$ cat config.mk
export PLATFORM = sky130hd
export DESIGN_NAME = rice_encoder
export DESIGN_NICKNAME = d
export VERILOG_FILES = /design/src/rtl/rice_encoder_pkg.sv /design/src/rtl/rice_fold.sv /design/src/rtl/rice_encoder.sv
export SDC_FILE = /design/constraint.sdc
export NUM_CORES = 1
export LEC_CHECK = 0
export BUFFER_PORTS_ARGS = -buffer_cell sky130_fd_sc_hd__buf_2
export CAP_MARGIN = 0
export CORE_MARGIN = 10
export CORE_UTILIZATION = 45
export DETAILED_ROUTE_END_ITERATION = 8
export HOLD_SLACK_MARGIN = 0.06
export PLACE_DENSITY = 0.64
export SLEW_MARGIN = 30
export SYNTH_ARGS = -nofsm -noshare
export SYNTH_HDL_FRONTEND = slang
export SYNTH_HIERARCHICAL = 1
export SYNTH_SLANG_ARGS = --single-unit
$ cat constraint.sdc
create_clock -name iClock -period 2.2 [get_ports iClock]
set_input_delay 0.55 -clock iClock [delete_from_list [all_inputs] [get_ports iClock]]
set_output_delay 0.55 -clock iClock [all_outputs]
set_load 0.03 [all_outputs]
$ cat src/rtl/rice_encoder_pkg.sv
// Shared constants and FSM encoding for the FLAC Rice encode path.
// The escape value and residual width match the decoder side.
package rice_encoder_pkg;

  localparam int FLAC_RESIDUAL_WIDTH = 16;
  localparam int FLAC_RICE_ESCAPE    = 15;

  typedef enum logic [1:0] {
    ST_IDLE  = 2'd0,
    ST_UNARY = 2'd1,
    ST_STOP  = 2'd2,
    ST_REM   = 2'd3
  } state_t;

endpackage

$ cat src/rtl/rice_fold.sv
// Zigzag fold of a signed residual and quotient/remainder split by k; purely combinational.
// No latency, no flow control; reusable by the Rice parameter estimator.
module rice_fold #(
  parameter int DATA_WIDTH  = 16,
  parameter int PARAM_WIDTH = 4
) (
  input  logic [DATA_WIDTH-1:0]  v_i,
  input  logic [PARAM_WIDTH-1:0] k_i,
  output logic [DATA_WIDTH-1:0]  q_o,
  output logic [DATA_WIDTH-2:0]  r_o
);

  logic [DATA_WIDTH-1:0] u;
  logic [DATA_WIDTH-2:0] mask;

  // -2v-1 == ~(2v) in two's complement, so the fold is a shift and conditional invert
  assign u    = {v_i[DATA_WIDTH-2:0], 1'b0} ^ {DATA_WIDTH{v_i[DATA_WIDTH-1]}};
  assign mask = ((DATA_WIDTH-1)'(1) << k_i) - (DATA_WIDTH-1)'(1);
  assign q_o  = u >> k_i;
  assign r_o  = u[DATA_WIDTH-2:0] & mask;

endmodule

$ cat src/rtl/rice_encoder.sv
// Serial Rice encoder: one residual in, codeword out one bit per cycle MSB first.
// First bit one cycle after accept; bits hold while iBitReady is low; one idle cycle between codewords.
module rice_encoder
  import rice_encoder_pkg::*;
#(
  parameter int DATA_WIDTH  = FLAC_RESIDUAL_WIDTH,
  parameter int PARAM_WIDTH = 4
) (
  input  logic                   iClock,
  input  logic                   iReset_n,
  input  logic [DATA_WIDTH-1:0]  iData,
  input  logic [PARAM_WIDTH-1:0] iRiceParam,
  input  logic                   iValid,
  output logic                   oReady,
  output logic                   oBit,
  output logic                   oBitValid,
  input  logic                   iBitReady,
  output logic                   oDone,
  output logic                   oParamErr
);

  state_t                 state_q, state_d;
  logic                   ready_q, ready_d;
  logic                   bit_q, bit_d;
  logic                   vld_q, vld_d;
  logic                   done_q, done_d;
  logic                   perr_q, perr_d;
  logic [DATA_WIDTH-1:0]  qcnt_q, qcnt_d;
  logic [DATA_WIDTH-2:0]  rem_q, rem_d;
  logic [PARAM_WIDTH-1:0] k_q, k_d;
  logic [PARAM_WIDTH-1:0] idx_q, idx_d;

  logic [DATA_WIDTH-1:0]  fold_q;
  logic [DATA_WIDTH-2:0]  fold_r;
  logic                   accept;
  logic                   escape;
  logic                   xfer;
  logic [PARAM_WIDTH-1:0] k_m1;
  logic [PARAM_WIDTH-1:0] idx_m1;

  rice_fold #(
    .DATA_WIDTH (DATA_WIDTH),
    .PARAM_WIDTH(PARAM_WIDTH)
  ) u_fold (
    .v_i(iData),
    .k_i(iRiceParam),
    .q_o(fold_q),
    .r_o(fold_r)
  );

  assign accept = ready_q & iValid;
  assign escape = (iRiceParam == PARAM_WIDTH'(FLAC_RICE_ESCAPE));
  assign xfer   = vld_q & iBitReady;
  assign k_m1   = k_q - PARAM_WIDTH'(1);
  assign idx_m1 = idx_q - PARAM_WIDTH'(1);

  always_comb begin
    state_d = state_q;
    ready_d = ready_q;
    bit_d   = bit_q;
    vld_d   = vld_q;
    done_d  = 1'b0;
    perr_d  = 1'b0;
    qcnt_d  = qcnt_q;
    rem_d   = rem_q;
    k_d     = k_q;
    idx_d   = idx_q;
    case (state_q)
      ST_IDLE: begin
        ready_d = 1'b1;
        if (accept) begin
          if (escape) begin
            perr_d = 1'b1;
          end else begin
            qcnt_d  = fold_q;
            rem_d   = fold_r;
            k_d     = iRiceParam;
            ready_d = 1'b0;
            vld_d   = 1'b1;
            if (fold_q != '0) begin
              state_d = ST_UNARY;
              bit_d   = 1'b0;
            end else begin
              state_d = ST_STOP;
              bit_d   = 1'b1;
            end
          end
        end
      end
      ST_UNARY: begin
        if (xfer) begin
          if (qcnt_q == DATA_WIDTH'(1)) begin
            state_d = ST_STOP;
            bit_d   = 1'b1;
          end else begin
            qcnt_d = qcnt_q - DATA_WIDTH'(1);
          end
        end
      end
      ST_STOP: begin
        if (xfer) begin
          if (k_q != '0) begin
            state_d = ST_REM;
            idx_d   = k_m1;
            bit_d   = rem_q[k_m1];
          end else begin
            state_d = ST_IDLE;
            vld_d   = 1'b0;
            bit_d   = 1'b0;
            done_d  = 1'b1;
            ready_d = 1'b1;
          end
        end
      end
      ST_REM: begin
        if (xfer) begin
          if (idx_q == '0) begin
            state_d = ST_IDLE;
            vld_d   = 1'b0;
            bit_d   = 1'b0;
            done_d  = 1'b1;
            ready_d = 1'b1;
          end else begin
            idx_d = idx_m1;
            bit_d = rem_q[idx_m1];
          end
        end
      end
      default: begin
        state_d = ST_IDLE;
      end
    endcase
  end

  always_ff @(posedge iClock or negedge iReset_n) begin
    if (!iReset_n) begin
      state_q <= ST_IDLE;
      ready_q <= 1'b0;
      bit_q   <= 1'b0;
      vld_q   <= 1'b0;
      done_q  <= 1'b0;
      perr_q  <= 1'b0;
      qcnt_q  <= '0;
      rem_q   <= '0;
      k_q     <= '0;
      idx_q   <= '0;
    end else begin
      state_q <= state_d;
      ready_q <= ready_d;
      bit_q   <= bit_d;
      vld_q   <= vld_d;
      done_q  <= done_d;
      perr_q  <= perr_d;
      qcnt_q  <= qcnt_d;
      rem_q   <= rem_d;
      k_q     <= k_d;
      idx_q   <= idx_d;
    end
  end

  assign oReady    = ready_q;
  assign oBit      = bit_q;
  assign oBitValid = vld_q;
  assign oDone     = done_q;
  assign oParamErr = perr_q;

endmodule

==> impl_metrics.json, run 1 <==
{
  "run_status": "finished, violations left",
  "violations": "negative setup slack",
  "ys_types": 70,
  "wl_per_cell_um": 18.6,
  "fin_cells": 723,
  "area_growth_pct": 34.9,
  "post-route-drc-count": 0,
  "post-place-ws_ns": -0.876,
  "die_h_um": 116,
  "p_per_area_nw_per_um2": 371,
  "grt.total_usage_pct": 19.8,
  "netlist_top_cells_area": "dfrtp_1 (28%), nand2_1 (7.3%), mux2i_1 (6.1%)",
  "initial_core_util_pct": 46.7,
  "hold_ws_ns": 0.203,
  "num-nets-final": 643,
  "fin_crit_ns": 2.45,
  "rows": 34,
  "numClockSinks": 46,
  "worst_pin_slew_ns": 0.688,
  "hold_buffers": 0,
  "finalSetupViolCount": 3,
  "synth_top_area_share_pct": 27.9,
  "drt_wl_total_mm": 13.4,
  "grt_max_degree": 29,
  "antenna_found_initial": 0,
  "dp_hpwl_mm": 9.76,
  "overflow": 0,
  "vias": 4391,
  "synth_edf_count": 0,
  "setup_slack_ns": -0.250,
  "yosysSeqAreaShare_pct": 27.9,
  "async_flop_share_pct": 100,
  "htree_levels": 2,
  "fin_crit_sh_pct": 111,
  "cts_tree": "built",
  "ys.warnings.count": 6,
  "path_clk_slew_ns": 0.10,
  "rsz0062_at_grt": "true",
  "clock_tree.root_cell": "clkbuf_8",
  "yosys.area.top_type": "dfrtp_1",
  "first_pass_iters": 6,
  "pwr-share-comb_pct": 33.2,
  "p_sw_uw": 656,
  "required_ns": 2.40,
  "grt_pass1_wl_mm": 21.6,
  "power_frac_seq_pct": 40.8,
  "synthMostInstantiatedCell": "nand2_1",
  "drv_slew": 0,
  "p_sw_share_pct": 31.7,
  "synth_area_sq_um": 4130,
  "grt_pass1_vias": 4246,
  "die_area_sq_um": 13400,
  "slew-limit-headroom_pct": 54.0,
  "cts_buffers": 5,
  "dp.cells": 707,
  "synth_commonest_cells": "nand2_1 (80), dfrtp_1 (46), nor2_1 (43)",
  "power_frac_clock_pct": 25.9,
  "power.leakage_uw": 0.00257,
  "fmax_mhz": 408,
  "avgSynthCellArea_sq_um": 8.29,
  "power.internal_uw": 1410,
  "synth_nets": 527,
  "syn_inst": 498,
  "vdd_drop_max_v": 0.000268,
  "first_iter_violations": 470,
  "clockBufferDepth": 2,
  "place_congestion": 0.923,
  "routed_via_density": 6.07,
  "critPathCaptureType": "flip-flop",
  "hold_path.class": "in2async",
  "clk_latency_ns": 0.31,
  "die_w_um": 116,
  "worstPathArrival_ns": 2.65,
  "hold_viol": 0,
  "io_buffers": 28,
  "start_kind": "input pin",
  "n_antenna_cell": 0,
  "cap_violations": 0,
  "core-area_sq_um": 8850,
  "synth_flop_cell": "dfrtp_1",
  "ys_seq_elements": 46,
  "fin_worst_skew_ns": 0.0170,
  "r2r_slack_ns": -0.12,
  "crit_fanout": 8,
  "drive_above_1_share_pct": 36.3,
  "path_class": "in2reg",
  "ant_nets": 0,
  "io_pins": 29
}
==> placed cells by master (no fill, tap or decap), types with 5 or more instances in the layout <==
cell,count
clkbuf_8,5
a22o_1,5
o2bb2ai_1,5
mux4_2,9
buf_6,7
o211ai_1,7
a31oi_1,7
mux2i_2,6
dfrtp_1,46
a21oi_1,18
inv_1,11
buf_2,24
a21o_1,5
xnor2_1,18
nand2_1,77
mux2i_1,18
xor2_1,6
nand3_1,8
nand4_1,6
o21ai_0,21
nor3_1,18
o22a_1,9
buf_4,106
nor2_1,40
==> kinds of logic after synthesis <==
| logic type | Yosys count | synth area share [%] |
|---|---|---|
| AND/OR/NAND/NOR | 206 | 23.7 |
| AO/OA/AOI/OAI | 121 | 20.1 |
| buffers and inverters | 47 | 5.85 |
| flip-flops | 46 | 27.9 |
| multiplexers | 44 | 14.8 |
| XOR/XNOR | 29 | 6.15 |
| adder cells (fa/ha/maj) | 5 | 1.51 |
==> flip-flops by register name, indices dropped and copies added (netlist names) <==
register and count:
qcnt_q 16, oDone 1, oParamErr 1, oReady 1, state_q 2, oBitValid 1, idx_q 4, k_q 4
rem_q 15, oBit 1
==> per-layer routing <==
layer	wire length, um	share of wire (%)	GRT usage (%)
met1	5820	43	26.4
met2	6410	48	32.8
met3	895	6.7	2.95
met4	301	2.2	5.42
met5	0	0	0
==> timing repair <==
item	CTS	global route
setup buffers	4	4
pin swaps	13	14
endpoints found under the hold margin	0	0
gates resized for setup	34	40
cloned	1	0
endpoints found under the setup margin	16	16
==> critical path: stages <==
cell     delay (ns)
buf_12         0.11
buf_6          0.13
mux2i_2        0.17
mux4_2         0.49
xor2_1         0.24
mux2i_2        0.14
nor4_4         0.19
and4_4         0.29
or2b_4         0.13
nand2_2        0.04
o22a_1         0.16
==> metrics by stage <==
step | TNS, ns | util (%) | cell area [sq um] | total power [uW]
4_1_cts | -0.490 | 60.5 | 5360 | 1980
6_report | -0.697 | 63.0 | 5570 | 2070
3_3_place_gp | -9.01 | 57.5 | 5090 | 1400
3_5_place_dp | -10.60 | 57.5 | 5090 | 1400
2_1_floorplan | -1.23 | - | 4180 | 1140
5_1_grt | -1.06 | 63.0 | 5570 | 2160
==> area by class of cell <==
cell class | instances | area, sq um
clock buffers | 5 | 68.8
clock inverters | 3 | 21.3
fillers | 742 | 3280
inverters | 13 | 50.0
multi-input cells | 405 | 3040
flip-flops and latches | 46 | 1150
well taps | 108 | 135
repair buffers | 143 | 1110
==> worst paths after layout <==
check	endpoint	from	depth (start not counted)
max	state_q[0]$_DFFE_PN0P_	iRiceParam[0]	11
min	idx_q[1]$_DFFE_PN0P_	iReset_n	1
max reg2reg	oBit$_DFFE_PN0P_	k_q[0]$_DFFE_PN0P_	8
min reg2reg	oBit$_DFFE_PN0P_	oBit$_DFFE_PN0P_	1
max in group asynchronous	k_q[0]$_DFFE_PN0P_	iReset_n	2
min in group iClock	oBit$_DFFE_PN0P_	oBit$_DFFE_PN0P_	1
==> power by group through the flow <==
| stage | Sequential [uW] | Combinational [uW] | Clock, uW |
|---|---|---|---|
| 2_1_floorplan | 862 | 274 | 0 |
| 3_3_place_gp | 861 | 536 | 0 |
| 3_5_place_dp | 861 | 540 | 0 |
| 4_1_cts | 845 | 594 | 546 |
| 5_1_grt | 845 | 726 | 585 |
| 6_report | 845 | 688 | 536 |
(Power assumes the default switching activity.)
==> inputs of run 2 (changes only) <==
--- a/config.mk
+++ b/config.mk
@@ -5,14 +5,14 @@
 export SDC_FILE = /design/constraint.sdc
 export NUM_CORES = 1
 export LEC_CHECK = 0
+export ABC_AREA = 1
 export BUFFER_PORTS_ARGS = -buffer_cell sky130_fd_sc_hd__buf_2
 export CAP_MARGIN = 0
-export CORE_MARGIN = 10
 export CORE_UTILIZATION = 45
 export DETAILED_ROUTE_END_ITERATION = 8
 export HOLD_SLACK_MARGIN = 0.06
 export PLACE_DENSITY = 0.64
-export SLEW_MARGIN = 30
+export SLEW_MARGIN = 10
 export SYNTH_ARGS = -nofsm -noshare
 export SYNTH_HDL_FRONTEND = slang
 export SYNTH_HIERARCHICAL = 1
==> impl_metrics.json, run 2 <==
{
  "required_ns": 2.42,
  "overflow": 0,
  "place_congestion": 0.990,
  "die_area_sq_um": 10400,
  "fin_cells": 959,
  "initial_core_util_pct": 46.1,
  "antenna_found_initial": 0,
  "grt.total_usage_pct": 25.5,
  "fillers": 1009,
  "cts_buffers": 5,
  "worst_pin_slew_ns": 0.410,
  "hold_path.class": "in2async",
  "vdd_drop_max_v": 0.000410,
  "numClockSinks": 46,
  "clockBufferDepth": 2,
  "top_register": "qcnt_q",
  "r2r_start": "idx_q[0]$_DFFE_PN0P_",
  "synth_edf_count": 0,
  "post-route-drc-count": 0,
  "path_clk_slew_ns": 0.09,
  "netlist_top_cells_area": "dfrtp_1 (26%), nand2_1 (23%), nand3_1 (12%)",
  "path_class": "in2reg",
  "cts_setup_buffers": 0,
  "synth_nets": 760,
  "drt_wl_total_mm": 12.6,
  "drive_above_1_share_pct": 26.0,
  "clk_latency_ns": 0.31,
  "cts_tree": "built",
  "fin_crit_sh_pct": 94.6,
  "wl_per_cell_um": 13.1,
  "yosys.area.top_type": "dfrtp_1",
  "worstPathArrival_ns": 2.30,
  "crit_fanout": 6,
  "fin_worst_skew_ns": 0.0107,
  "run_status": "finished, final reports clean",
  "yosysSeqAreaShare_pct": 25.7,
  "synth_area_sq_um": 4480,
  "r2r_slack_ns": 0.32,
  "fin_area_sq_um": 5490,
  "r2r_cells": 10,
  "slew-limit-headroom_pct": 72.0,
  "avgSynthCellArea_sq_um": 6.13,
  "synth_flop_cell": "dfrtp_1",
  "grt_pass1_wl_mm": 21.0,
  "num-nets-final": 854,
  "critPathCaptureType": "flip-flop",
  "synthMostInstantiatedCell": "nand2_1",
  "hold_viol": 0,
  "grt_max_degree": 26,
  "cap_violations": 0,
  "fmax_mhz": 481,
  "hold_buffers": 0,
  "rows": 36,
  "routed_via_density": 5.18,
  "final_common_cell": "nand2_1",
  "grt_pass1_vias": 4562,
  "synth_commonest_cells": "nand2_1 (269), nand3_1 (110), inv_1 (79)",
  "first_pass_iters": 5,
  "ys_types": 37,
  "first_iter_violations": 290,
  "core-area_sq_um": 9730,
  "drv_slew": 0,
  "start_kind": "input pin",
  "async_flop_share_pct": 100,
  "final_cell_mix": "nand2_1 (261), nand3_1 (102), inv_1 (77), buf_4 (77), dfrtp_1 (46)",
  "vias": 4970,
  "ys_seq_elements": 46,
  "clock_tree.root_cell": "clkbuf_8",
  "syn_inst": 731,
  "r2r-end": "oBit$_DFFE_PN0P_",
  "area_growth_pct": 22.4,
  "ant_nets": 0,
  "dp.cells": 950,
  "synth_top_area_share_pct": 25.7,
  "finalSetupViolCount": 0,
  "n_antenna_cell": 0,
  "largest_reg_flops": 16,
  "power.leakage_uw": 0.00299,
  "dpl_cell_area_sq_um": 5230,
  "fin_crit_ns": 2.08,
  "ys.warnings.count": 6,
  "die_h_um": 102,
  "htree_levels": 2,
  "p_per_area_nw_per_um2": 1030,
  "io_pins": 29,
  "die_w_um": 102,
  "dp_hpwl_mm": 10.1,
  "io_buffers": 28,
  "top_regs": "qcnt_q x16, rem_q x15"
}
run 2: cell types whose count changed after synthesis, moves of 9 or more:
cell	before	now
nand3_2	0	18
xnor2_1	21	1
mux2i_1	25	0
nand3_1	8	110
nor3_1	22	6
nand2_2	0	14
clkbuf_1	16	0
o21ai_2	0	9
o22a_1	9	0
inv_1	11	79
nand2_1	80	269
inv_2	0	11
run 2: how the worst max path moves through the flow:
stage / from / cells past startpoint / slack [ns] / endpoint
3_3_place_gp: iData[15] / 17 / -0.29 / state_q[0]$_DFFE_PN0P_
2_1_floorplan: iData[15] / 17 / 0.03 / state_q[0]$_DFFE_PN0P_
6_report: iRiceParam[0] / 17 / 0.12 / state_q[0]$_DFFE_PN0P_
3_5_place_dp: iData[15] / 17 / -0.33 / state_q[0]$_DFFE_PN0P_
4_1_cts: iData[15] / 17 / 0.05 / state_q[0]$_DFFE_PN0P_
5_1_grt: iData[15] / 16 / -0.0003 / state_q[0]$_DFFE_PN0P_
run 2: cell families (layout without fill, tap and decap cells):
group,count (synthesis),count (layout),share of synthesized area [%]
and+or+nand+nor,490,490,51.1
buffers and inverters,117,212,12.3
AOI/OAI and AO/OA,71,71,9.13
DFF,46,46,25.7
adders and majority gates,5,5,1.40
xor gates and xnor gates,2,2,0.391
run 2: power breakdown:
| group | internal [uW] | switching, uW |
|---|---|---|
| Sequential | 1220 | 368 |
| Clock | 339 | 306 |
| Combinational | 1240 | 2180 |
run 2: worst max-delay path: stages:
cell	delay [ns]
clkbuf_4	0.15
inv_4	0.10
buf_6	0.14
nand3_2	0.08
nand2_1	0.07
nand2_1	0.06
nand3_1	0.07
nand2_1	0.06
inv_2	0.07
nand2_1	0.07
nor2_1	0.09
nand3_1	0.12
nor2_4	0.18
a21oi_2	0.08
or2_2	0.27
nand3_1	0.06
nand2_1	0.04
run 2: timing repair:
action	in CTS	in global routing
endpoints found under the hold margin	0	0
gates cloned	0	1
pin swaps	0	8
resized for setup	1	44
endpoints found under the setup margin	1	3
run 2: area by class of cell:
class                           instances  area (sq um)  share of cell area [%]
Inverter                               92           368                    6.70
Multi-Input combinational cell        568          2870                    52.3
Tap cell                              133           166                    3.03
Clock buffer                            6          72.6                    1.32
Clock inverter                          2          37.5                   0.684
Timing Repair Buffer                  112           821                    15.0
Sequential cell                        46          1150                    21.0
run 2: through the flow:
step | power (uW) | setup TNS [ns] | util [%] | setup WS, ns | hold WS, ns
final | 5650 | 0 | 56.4 | 0.120 | 0.0679
after global routing | 6210 | -0.000309 | 56.4 | -0.000309 | 0.0693
after CTS | 5600 | 0 | 54.9 | 0.0475 | 0.0703
after detailed placement | 4930 | -0.758 | 53.7 | -0.333 | 0.411
after global placement | 4870 | -0.641 | 53.7 | -0.295 | 0.412
after floorplan | 4090 | 0 | - | 0.0345 | 0.254
run 2: metal layers:
| metal | wire (um) | up-vias | part of all wire, % | track usage, % |
|---|---|---|---|---|
| li1 | - | 2525 | - | - |
| met1 | 5870 | 2282 | 47 | 35.4 |
| met2 | 5880 | 140 | 47 | 41.8 |
| met3 | 596 | 23 | 4.7 | 2.69 |
| met4 | 246 | 0 | 2.0 | 7.69 |
| met5 | 0 | - | 0 | 0 |
==> inputs of run 3 (changes only) <==
--- a/config.mk
+++ b/config.mk
@@ -6,7 +6,7 @@
 export NUM_CORES = 1
 export LEC_CHECK = 0
 export ABC_AREA = 1
-export BUFFER_PORTS_ARGS = -buffer_cell sky130_fd_sc_hd__buf_2
+export BUFFER_PORTS_ARGS = -buffer_cell sky130_fd_sc_hd__clkbuf_2
 export CAP_MARGIN = 0
 export CORE_UTILIZATION = 45
 export DETAILED_ROUTE_END_ITERATION = 8
==> impl_metrics.json, run 3 (synthesis results as in run 2) <==
{
  "run_status": "finished, final reports clean",
  "r2r_slack_ns": 0.32,
  "critPathCaptureType": "flip-flop",
  "die_h_um": 102,
  "critPathBufInv": 3,
  "drive_above_1_share_pct": 25.4,
  "die_w_um": 102,
  "htree_levels": 2,
  "path_clk_slew_ns": 0.09,
  "crit_chain": "buf_2 > nor2_1 > nand2_1 > nor2_1 > nor2_1 > nand2_1 > inv_1 > nand2_1 > inv_1 > nand2_1 > nor2_1 > nand3_2 > nor2_4 > a21oi_2 > or2_2 > nand3_1 > nand2_1",
  "rows": 36,
  "vdd_drop_max_v": 0.000463,
  "r2r_start": "idx_q[0]$_DFFE_PN0P_",
  "hold_viol": 0,
  "post-place-ws_ns": -0.367,
  "dp_hpwl_mm": 10.0,
  "clk_latency_ns": 0.31,
  "wl_met1_mm": 6.01,
  "post-route-drc-count": 0,
  "worstPathArrival_ns": 2.35,
  "required_ns": 2.41,
  "cpPeakStageDelay_ns": 0.27,
  "critPathLaunch": "iRiceParam[1]",
  "slew-limit-headroom_pct": 65.6,
  "overflow": 0,
  "first_iter_violations": 290,
  "grt_pass1_wl_mm": 20.9,
  "num-nets-final": 854,
  "ant_nets": 0,
  "antenna_found_initial": 0,
  "dp.cells": 948,
  "r2r_cells": 10,
  "path_common_cell": "nand2_1",
  "top_regs": "qcnt_q x16, rem_q x15",
  "final_common_cell": "nand2_1",
  "setup_slack_ns": 0.0601,
  "worst_pin_slew_ns": 0.516,
  "grt_max_degree": 28,
  "final_cell_mix": "nand2_1 (262), nand3_1 (103), inv_1 (78)",
  "numClockSinks": 46,
  "core-area_sq_um": 9730,
  "grt_pass1_vias": 4493,
  "io_pins": 29,
  "start_kind": "input pin",
  "vias": 4947,
  "wl_met3_um": 603,
  "area_growth_pct": 23.1,
  "routed.top_layer": "met4",
  "power.leakage_uw": 0.00300,
  "wl_per_cell_um": 13.1,
  "fin_cells": 959,
  "io_buffers": 28,
  "p_per_area_nw_per_um2": 1000,
  "cts_buffers": 5,
  "place_congestion": 0.937,
  "cts_tree": "built",
  "grt.total_usage_pct": 25.3,
  "clockBufferDepth": 2,
  "wl_met2_mm": 5.70,
  "path_class": "in2reg",
  "crit_slowest_cell": "or2_2",
  "largest_reg_flops": 16,
  "fin_worst_skew_ns": 0.0109,
  "initial_core_util_pct": 46.1,
  "fin_crit_ns": 2.14,
  "hold_ws_ns": 0.200,
  "die_area_sq_um": 10400,
  "drt_wl_total_mm": 12.6,
  "cap_violations": 0,
  "hold_path.class": "in2async",
  "clock_tree.root_cell": "clkbuf_8",
  "crit_family": "simple AND/OR/NAND/NOR gates",
  "finalSetupViolCount": 0,
  "r2r-end": "oBit$_DFFE_PN0P_",
  "fin_crit_sh_pct": 97.3,
  "n_antenna_cell": 0,
  "crit_fanout": 6,
  "top_register": "qcnt_q",
  "routed_via_density": 5.16,
  "first_pass_iters": 5,
  "fmax_mhz": 467,
  "hold_buffers": 0,
  "drv_slew": 0
}
run 3: changes by cell type in the layout (fill, tap and decap cells not counted), sizes merged:
cell and delta:
buf -24, bufinv -1, clkbuf +25, clkinv +1, clkinvlp -1
run 3: worst max-delay path by stage:
stage                                        end  cells past startpoint
after floorplan           state_q[0]$_DFFE_PN0P_                     17
after global placement    state_q[0]$_DFFE_PN0P_                     18
after detailed placement  state_q[0]$_DFFE_PN0P_                     18
after CTS                 state_q[0]$_DFFE_PN0P_                     18
after global routing      state_q[0]$_DFFE_PN0P_                     17
final                     state_q[0]$_DFFE_PN0P_                     17
run 3: final cells by class:
class | count | area, sq um
clock buffers | 7 | 86.3
clock inverters | 1 | 5.00
fillers | 962 | 4210
inverters | 92 | 365
multi-input cells | 568 | 2850
flip-flops and latches | 46 | 1150
well taps | 133 | 166
repair buffers | 112 | 895
run 3: power by group:
group / switching [uW] / internal [uW]
Combinational: 2140 / 1240
Clock: 294 / 254
Sequential: 369 / 1220
Total: 2800 / 2710
run 3: through the flow:
step / TNS [ns] / power (uW) / area, sq um / utilization (%)
global placement: -0.822 / 4840 / 5290 / 54.3
finish: 0 / 5510 / 5520 / 56.7
CTS: 0 / 5480 / 5380 / 55.3
detailed placement: -1.10 / 4910 / 5290 / 54.3
floorplan: 0 / 4090 / 4480 / -
global route: -0.0553 / 6110 / 5520 / 56.7
run 3: what timing repair did:
item	4_1_cts	5_1_grt
endpoints found under the setup margin	1	2
resized for setup	1	36
cloned	0	1
hold endpoints to repair	0	0
pin swaps	0	5
buffers inserted	0	2
run 3: layer usage:
layer	vias to the layer above	GRT usage [%]
li1	2523	-
met1	2263	35.0
met2	139	41.3
met3	22	2.97
met4	0	7.36
met5	-	0
run 3: worst register-to-register path: cells and delay by family, from the launching register on:
family | cells | cell delay, ns
AND/OR/NAND/NOR | 7 | 0.59
flip-flops | 1 | 0.53
buffers and inverters | 2 | 0.26
adder cells (fa/ha/maj) | 1 | 0.39
